$ cat src/rtl/cpu_mmu_ppn_wr.sv
// IDB-to-PPN write path: byte-staged PPN plus a timed page-table write cycle.
// Optional odd parity on the PPN bus is built when PPN_WR_PARITY_EN is defined.
module cpu_mmu_ppn_wr #(
  parameter int SETUP_CYCLES = 1,
  parameter int WE_CYCLES    = 2,
  parameter int HOLD_CYCLES  = 1
) (
  input  logic        sysclk,
  input  logic        sys_rst_n,
  input  logic [15:0] IDB_15_0_IN,
  input  logic        LDL_n,
  input  logic        LDU_n,
  input  logic        LDUR_n,
  input  logic        WSTART_n,
  output logic [15:0] PPN_25_10_OUT,
  output logic        PPN_OE_n,
  output logic        PT_WE_n,
  output logic        BUSY,
  output logic        DONE,
  output logic        OVR,
  output logic        PPN_PAR
);

  localparam int MAX_A = (SETUP_CYCLES > WE_CYCLES) ? SETUP_CYCLES : WE_CYCLES;
  localparam int MAX_C = (MAX_A > HOLD_CYCLES) ? MAX_A : HOLD_CYCLES;
  localparam int CW    = (MAX_C > 1) ? $clog2(MAX_C) : 1;

  localparam logic [CW-1:0] SETUP_LAST = CW'(SETUP_CYCLES - 1);
  localparam logic [CW-1:0] WE_LAST    = CW'(WE_CYCLES - 1);
  localparam logic [CW-1:0] HOLD_LAST  = CW'(HOLD_CYCLES - 1);

  typedef enum logic [1:0] {
    IDLE   = 2'd0,
    SETUP  = 2'd1,
    STROBE = 2'd2,
    HOLD   = 2'd3
  } state_t;

  state_t        state_r;
  logic [CW-1:0] cnt_r;
  logic [15:0]   stage_r;
  logic [15:0]   stage_next_s;
  logic [15:0]   ppn_r;
  logic          oe_n_r;
  logic          we_n_r;
  logic          busy_r;
  logic          done_r;
  logic          ovr_r;
  logic          start_s;
  logic          busy_hit_s;

  function automatic logic odd_parity(input logic [15:0] d);
    return ~^d;
  endfunction

  // Staging next-value: restricted upper load wins over the plain upper load
  always_comb begin
    stage_next_s = stage_r;
    if (!LDL_n) begin
      stage_next_s[7:0] = IDB_15_0_IN[7:0];
    end else begin
      stage_next_s[7:0] = stage_r[7:0];
    end
    if (!LDUR_n) begin
      stage_next_s[15:8] = {7'b0000000, IDB_15_0_IN[8]};
    end else if (!LDU_n) begin
      stage_next_s[15:8] = IDB_15_0_IN[15:8];
    end else begin
      stage_next_s[15:8] = stage_r[15:8];
    end
  end

  assign start_s    = (state_r == IDLE) && !WSTART_n;
  assign busy_hit_s = (state_r != IDLE) && (!WSTART_n || !LDL_n || !LDU_n || !LDUR_n);

  // Write-cycle FSM with registered bus controls, status and output data
  always_ff @(posedge sysclk or negedge sys_rst_n) begin
    if (!sys_rst_n) begin
      state_r <= IDLE;
      cnt_r   <= '0;
      stage_r <= 16'h0000;
      ppn_r   <= 16'h0000;
      oe_n_r  <= 1'b1;
      we_n_r  <= 1'b1;
      busy_r  <= 1'b0;
      done_r  <= 1'b0;
      ovr_r   <= 1'b0;
    end else begin
      if (busy_hit_s) begin
        ovr_r <= 1'b1;
      end
      case (state_r)
        IDLE: begin
          stage_r <= stage_next_s;
          done_r  <= 1'b0;
          if (start_s) begin
            state_r <= SETUP;
            cnt_r   <= '0;
            ppn_r   <= stage_next_s;
            oe_n_r  <= 1'b0;
            we_n_r  <= 1'b1;
            busy_r  <= 1'b1;
            ovr_r   <= 1'b0;
          end
        end
        SETUP: begin
          if (cnt_r == SETUP_LAST) begin
            state_r <= STROBE;
            cnt_r   <= '0;
            we_n_r  <= 1'b0;
          end else begin
            cnt_r <= cnt_r + 1'b1;
          end
        end
        STROBE: begin
          if (cnt_r == WE_LAST) begin
            state_r <= HOLD;
            cnt_r   <= '0;
            we_n_r  <= 1'b1;
          end else begin
            cnt_r <= cnt_r + 1'b1;
          end
        end
        HOLD: begin
          if (cnt_r == HOLD_LAST) begin
            state_r <= IDLE;
            cnt_r   <= '0;
            oe_n_r  <= 1'b1;
            busy_r  <= 1'b0;
            done_r  <= 1'b1;
          end else begin
            cnt_r <= cnt_r + 1'b1;
          end
        end
        default: begin
          state_r <= IDLE;
          cnt_r   <= '0;
          oe_n_r  <= 1'b1;
          we_n_r  <= 1'b1;
          busy_r  <= 1'b0;
          done_r  <= 1'b0;
        end
      endcase
    end
  end

`ifdef PPN_WR_PARITY_EN
  logic par_r;

  // Parity register tracks the output data register
  always_ff @(posedge sysclk or negedge sys_rst_n) begin
    if (!sys_rst_n) begin
      par_r <= 1'b1;
    end else if (start_s) begin
      par_r <= odd_parity(stage_next_s);
    end else begin
      par_r <= par_r;
    end
  end

  assign PPN_PAR = par_r;
`else
  assign PPN_PAR = 1'b0;
`endif

  assign PPN_25_10_OUT = ppn_r;
  assign PPN_OE_n      = oe_n_r;
  assign PT_WE_n       = we_n_r;
  assign BUSY          = busy_r;
  assign DONE          = done_r;
  assign OVR           = ovr_r;

endmodule
$ cat config.mk
export PLATFORM = sky130hd
export DESIGN_NAME = cpu_mmu_ppn_wr
export DESIGN_NICKNAME = d
export VERILOG_FILES = /design/src/rtl/cpu_mmu_ppn_wr.sv
export SDC_FILE = /design/constraint.sdc
export NUM_CORES = 1
export LEC_CHECK = 0
export BUFFER_PORTS_ARGS = -buffer_cell sky130_fd_sc_hd__buf_2
export CORE_MARGIN = 5
export CORE_UTILIZATION = 25
export CTS_CLUSTER_SIZE = 8
export DETAILED_ROUTE_END_ITERATION = 7
export PLACE_DENSITY = 0.46
export SYNTH_ARGS = -nofsm -noshare
export SYNTH_HDL_FRONTEND = slang
export SYNTH_SLANG_ARGS = --single-unit
$ cat constraint.sdc
create_clock -name sysclk -period 2 [get_ports sysclk]
set_clock_uncertainty 0.1 [all_clocks]
set_input_delay 0.1 -clock sysclk [delete_from_list [all_inputs] [get_ports sysclk]]
set_output_delay 0.1 -clock sysclk [all_outputs]
set_load 0.05 [all_outputs]
==> flow_summary.yaml, run 1 <==
drt:
  wl_met2_um: 1876
  drt-vias-per-instance: 4.234
  ant_nets: 0
  wl_per_cell_um: 13.21
  met1_length_um: 2247
  dr_total_vias: 1393
  routed.top_layer: "met4"
  dr.pass1.iters: 3
  drcViolationCount: 0
  totalWireLength_um: 4347
  met3_length_um: 175
  drt_iter0_drc: 54
pwr:
  irDropWorstVdd_mv: 0.8301
  p_per_area_mw_per_mm2: 1682
  power_leakage_uw: 0.001173
  p_total_uw: 4073
global_routing:
  grt_pass1_wl_um: 7617
  grt-ovfl-total: 0
  grt_max_degree: 41
  first_global_vias: 1469
  antenna_found_initial: 0
  grt_util_all_layers: 0.09875
final_layout:
  fillers: 823
  antennaDiodeCount: 0
  drive_gt1_frac: 0.2907
  synthToLayoutAreaGrowth_pct: 25.49
  final_util: 0.3183
  fin_area_sq_mm: 0.002421
  final_common_cell: "buf_2"
  fin_nets: 252
  layout_common_cells: "buf_2 (42), dfrtp_1 (38), o21ai_0 (25)"
setup_path:
  critPathKind: "reg -> reg"
  critPathBufInv: 1
  cp.arrival_ns: 1.83
  critPathLaunchType: "flip-flop"
  end_kind: "flip-flop"
  critPathLaunch: "state_r[0]$_DFFE_PN0P_"
  slowest_delay_ns: 0.41
  path_delay_family: "flip-flops"
  slowest_stage: "dfrtp_1"
  path_cells: "inv_1, ha_1, nand2_1, nand3_1, mux2_2"
  worstPathRequired_ns: 2.08
  cp_max_fo: 7
  rr_startpoint: "state_r[0]$_DFFE_PN0P_"
sta:
  tns_ns: 0
  fmax_mhz: 572.2
  rsz0062_at_grt: "false"
  period_minus_slack_ns: 1.748
  setup_viol: 0
  hold_viol_final: 0
  drv_slew: 0
  worstMarginPinSlew_ns: 0.5174
  finalCritPeriodShare: 0.8738
  whs_ns: 0.06503
  relSlewSlack: 0.6550
synth:
  syn_area_sq_mm: 0.001929
  yosysTopAreaCell: "dfrtp_1"
  yosys_warnings: 0
  ys_seq_area_frac: 0.5201
  yosys.area.top_type_share: 0.4929
  syn_inst: 176
  syn_nets: 202
  synth.avg_cell_area_sq_um: 10.96
  ys_top_cells_by_area: "dfrtp_1 (49%), o21ai_0 (6.5%), mux2i_1 (6.2%), mux2_4 (6.2%), nand2_1 (4.1%)"
  ys_ff_latch: 40
  yosysUniqueCellTypes: 29
job:
  maxCapViolCount: 0
floorplanning:
  coreArea_sq_mm: 0.007607
  die_h_um: 97.85
  boundaryPins: 44
  rows: 32
  die_x_um: 97.85
  dieArea_sq_mm: 0.009575
  initial_core_util: 0.2536
min_path:
  hold_path_class: "in -> reg"
  min_from: "LDUR_n"
placed_design:
  portBuffers: 42
  place_hpwl_um: 3024
  placed_area_sq_mm: 0.002206
  gp_congestion: 0.6897
clocking:
  cts_made_buffers: 5
  htree_num_levels: 2
  clk_latency_ns: 0.29
  clkTransAtPathRegs_ns: 0.08
  cts.sinks: 40
  cts_tree: "built"
  cts_max_path_buffers: 2
  cts_root_buffer: "clkbuf_8"
status:
  status: "complete, no violations"
## through the flow
step	setup WS [ns]	cells
finish	0.2525	329
global route	0.1299	329
CTS	0.2447	329
detailed placement	0.2648	311
global placement	0.3057	311
floorplan	0.5060	176
## layout make-up
| cell class | count | area (sq um) | area share |
|---|---|---|---|
| clock buffers | 5 | 68.82 | 0.02842 |
| clock inverters | 3 | 46.29 | 0.01912 |
| inverters | 8 | 30.03 | 0.01240 |
| multi-input cells | 117 | 819.5 | 0.3385 |
| flip-flops and latches | 40 | 1003 | 0.4145 |
| well taps | 102 | 127.6 | 0.05271 |
| repair buffers | 54 | 325.3 | 0.1344 |
## cell families after synthesis
kind of cell               after synthesis  share of synthesized area
buffers and inverters                   19                    0.05512
adders and majority gates                4                    0.02594
and+or+nand+nor                         43                     0.1180
AOI/OAI and AO/OA                       47                     0.1427
muxes                                   22                     0.1362
DFF                                     40                     0.5201
other                                    1                   0.001944
## worst paths after layout
kind / slack (ns) / depth (start not counted) / endpoint
worst max register to register: 0.25 / 5 / state_r[1]$_DFFE_PN0P_
max in group asynchronous: 1.13 / 3 / PT_WE_n$_DFFE_PN1P_
worst max-delay path: 0.25 / 5 / state_r[1]$_DFFE_PN0P_
worst min-delay path: 0.07 / 3 / PPN_25_10_OUT[12]$_DFFE_PN0P_
worst min register to register: 0.38 / 2 / PPN_25_10_OUT[3]$_DFFE_PN0P_
min in group asynchronous: 0.29 / 3 / PPN_25_10_OUT[3]$_DFFE_PN0P_
## flip-flops by register name, indices dropped and copies added, names as in the netlist
signal         count
PPN_25_10_OUT     16
stage_r           16
state_r            2
BUSY               1
DONE               1
OVR                1
PPN_OE_n           1
PT_WE_n            1
cnt_r              1
## where the power goes
group	switching (uW)	internal, uW	leakage, uW
logic	1310	653	0.000624
clock network	309	376	0.0000548
registers	218	1210	0.000494
## worst register-to-register path, cell delays in order, from the launching register on
cell and delay [ns]:
dfrtp_1 0.41, inv_1 0.11, ha_1 0.37, nand2_1 0.15
nand3_1 0.15, mux2_2 0.35
## cells in the mapped netlist (all sizes together)
| library cell | n |
|---|---|
| a22oi | 1 |
| clkinv | 1 |
| a311oi | 1 |
| ha | 4 |
| nand3 | 1 |
| mux2i | 12 |
| buf | 10 |
| mux2 | 10 |
| a21oi | 11 |
| clkbuf | 1 |
| dfrtp | 38 |
| nor3b | 1 |
| nand4 | 1 |
| and2b | 1 |
| conb | 1 |
| a22o | 2 |
| nand2b | 3 |
| dfstp | 2 |
| nor2b | 6 |
| o21ai | 25 |
| nor2 | 2 |
| inv | 7 |
| o2bb2ai | 7 |
| nand2 | 21 |
| and2 | 7 |
## metal layers
metal,track usage,vias up
li1,-,699
met1,0.1404,659
met2,0.1440,30
met3,0.02857,5
met4,0.03195,0
met5,0,-
## timing repair
| action | CTS | global route |
|---|---|---|
| buffers inserted | 0 | 0 |
| endpoints found under the hold margin | 47 | 0 |
| hold buffers | 10 | 0 |
| resized for setup | 0 | 0 |
No activity file was read; power rests on OpenSTA's default activity.
==> run 2, diff against run 1 <==
--- a/config.mk
+++ b/config.mk
@@ -7,10 +7,10 @@
 export LEC_CHECK = 0
 export BUFFER_PORTS_ARGS = -buffer_cell sky130_fd_sc_hd__buf_2
 export CORE_MARGIN = 5
-export CORE_UTILIZATION = 25
+export CORE_UTILIZATION = 45
 export CTS_CLUSTER_SIZE = 8
 export DETAILED_ROUTE_END_ITERATION = 7
-export PLACE_DENSITY = 0.46
+export PLACE_DENSITY = 0.71
 export SYNTH_ARGS = -nofsm -noshare
 export SYNTH_HDL_FRONTEND = slang
 export SYNTH_SLANG_ARGS = --single-unit
==> flow_summary.yaml, run 2 (synthesis results as in run 1) <==
status:
  status: "complete, no violations"
placed_design:
  place_hpwl_um: 2784
  gp_congestion: 0.8111
  portBuffers: 42
global_routing:
  first_global_vias: 1376
  grt_max_degree: 33
  grt_pass1_wl_um: 6486
  grt_util_all_layers: 0.1497
  antenna_found_initial: 0
  grt-ovfl-total: 0
final_layout:
  fillers: 364
  final_util: 0.5729
  multi_input_area_sq_um: 819.5
  antennaDiodeCount: 0
  drive_gt1_frac: 0.2939
  layout_common_cells: "buf_2 (42), dfrtp_1 (38), o21ai_0 (25)"
  final-seq-area_sq_mm: 0.001003
  final_common_cell: "buf_2"
  fin_nets: 253
  synthToLayoutAreaGrowth_pct: 21.34
floorplanning:
  rows: 23
  boundaryPins: 44
  initial_core_util: 0.4721
  die_x_um: 75.48
  dieArea_sq_mm: 0.005697
  die_h_um: 75.48
  coreArea_sq_mm: 0.004086
pwr:
  p_sw_frac: 0.4562
  p_per_area_mw_per_mm2: 1679
  combPwrFrac: 0.497
  power_frac_clock: 0.139
  power.internal_uw: 2138
  irDropWorstVdd_mv: 0.9204
  p_switching_uw: 1793
  p_seq_frac: 0.364
  power_leakage_uw: 0.001174
  p_total_uw: 3931
drt:
  drcViolationCount: 0
  drt_iter0_drc: 49
  ant_nets: 0
  drt-vias-per-instance: 4.881
  totalWireLength_um: 3743
  wl_per_cell_um: 13.46
  dr.pass1.iters: 4
  dr_total_vias: 1357
sta:
  period_minus_slack_ns: 1.719
  finalCritPeriodShare: 0.8593
  hold_viol_final: 0
  tns_ns: 0
  rsz0062_at_grt: "false"
  drv_slew: 0
  whs_ns: 0.06436
  setup_viol: 0
  fmax_mhz: 581.9
min_path:
  hold_path_class: "in -> reg"
  hold-path-cell-count: 3
clocking:
  cts_made_buffers: 5
  post-cts-setup-buffers: 0
  clkTransAtPathRegs_ns: 0.08
  ctsHoldBuffers: 10
  cts_max_path_buffers: 2
  clk_latency_ns: 0.29
  cts_resized: 0
  cts_root_buffer: "clkbuf_8"
  htree_num_levels: 2
  cts.sinks: 40
  cts_tree: "built"
setup_path:
  critPathLaunchType: "flip-flop"
  critPathBufInv: 2
  slowest_delay_ns: 0.40
  path_delay_family: "flip-flops"
  slowest_stage: "dfrtp_1"
  critPathKind: "reg -> reg"
  r2r_cells: 5
  cp_max_fo: 10
  cp_num_cells: 5
  worstPathRequired_ns: 2.07
  end_kind: "flip-flop"
  path_cells: "inv_1, ha_1, buf_4, nand2b_4, mux2_4"
  cp.arrival_ns: 1.79
job:
  maxCapViolCount: 0
==> run 2: power groups by stage <==
stage	sequential, uW	combinational [uW]	clock, uW
2_1_floorplan	2100	873	0
3_3_place_gp	1430	1920	0
3_5_place_dp	1440	1950	0
6_report	1430	1950	547
5_1_grt	1480	2150	604
4_1_cts	1430	1970	567
==> run 2: cell type report <==
class / instances / share of cell area
flip-flops and latches: 40 / 0.4286
multi-input cells: 117 / 0.3501
repair buffers: 55 / 0.1422
clock buffers: 6 / 0.03528
well taps: 50 / 0.02672
inverters: 8 / 0.01283
clock inverters: 2 / 0.004276
==> run 2: final timing paths <==
path / startpoint / end / slack (ns)
setup reg to reg: state_r[0]$_DFFE_PN0P_ / stage_r[7]$_DFFE_PN0P_ / 0.28
max in group asynchronous: sys_rst_n / PPN_OE_n$_DFFE_PN1P_ / 1.09
setup / recovery: state_r[0]$_DFFE_PN0P_ / stage_r[7]$_DFFE_PN0P_ / 0.28
hold / removal: LDUR_n / PPN_25_10_OUT[15]$_DFFE_PN0P_ / 0.06
hold reg to reg: PPN_25_10_OUT[6]$_DFFE_PN0P_ / PPN_25_10_OUT[6]$_DFFE_PN0P_ / 0.38
min in group asynchronous: sys_rst_n / PPN_25_10_OUT[12]$_DFFE_PN0P_ / 0.14
==> run 2: metal layers <==
metal  track usage  share of wire  up-vias
li1              -              -      703
met1        0.2141           0.51      620
met2        0.2253           0.43       29
met3       0.03166          0.048        5
met4       0.05243          0.012        0
met5             0              0        -
==> run 2: worst reg2reg max path, delay by kind of cell (launching register included) <==
family | cells | cell delay (ns)
fa+ha+maj | 1 | 0.29
buf+inv | 2 | 0.34
flops | 1 | 0.40
mux | 1 | 0.32
simple gates | 1 | 0.14
==> run 2: metrics by stage <==
stage | instance area, sq um | std cells | setup slack, ns
6_report | 2341 | 278 | 0.2814
2_1_floorplan | 1929 | 176 | 0.5060
5_1_grt | 2341 | 278 | 0.1221
4_1_cts | 2341 | 278 | 0.2825
3_3_place_gp | 2148 | 260 | 0.3510
3_5_place_dp | 2148 | 260 | 0.3062
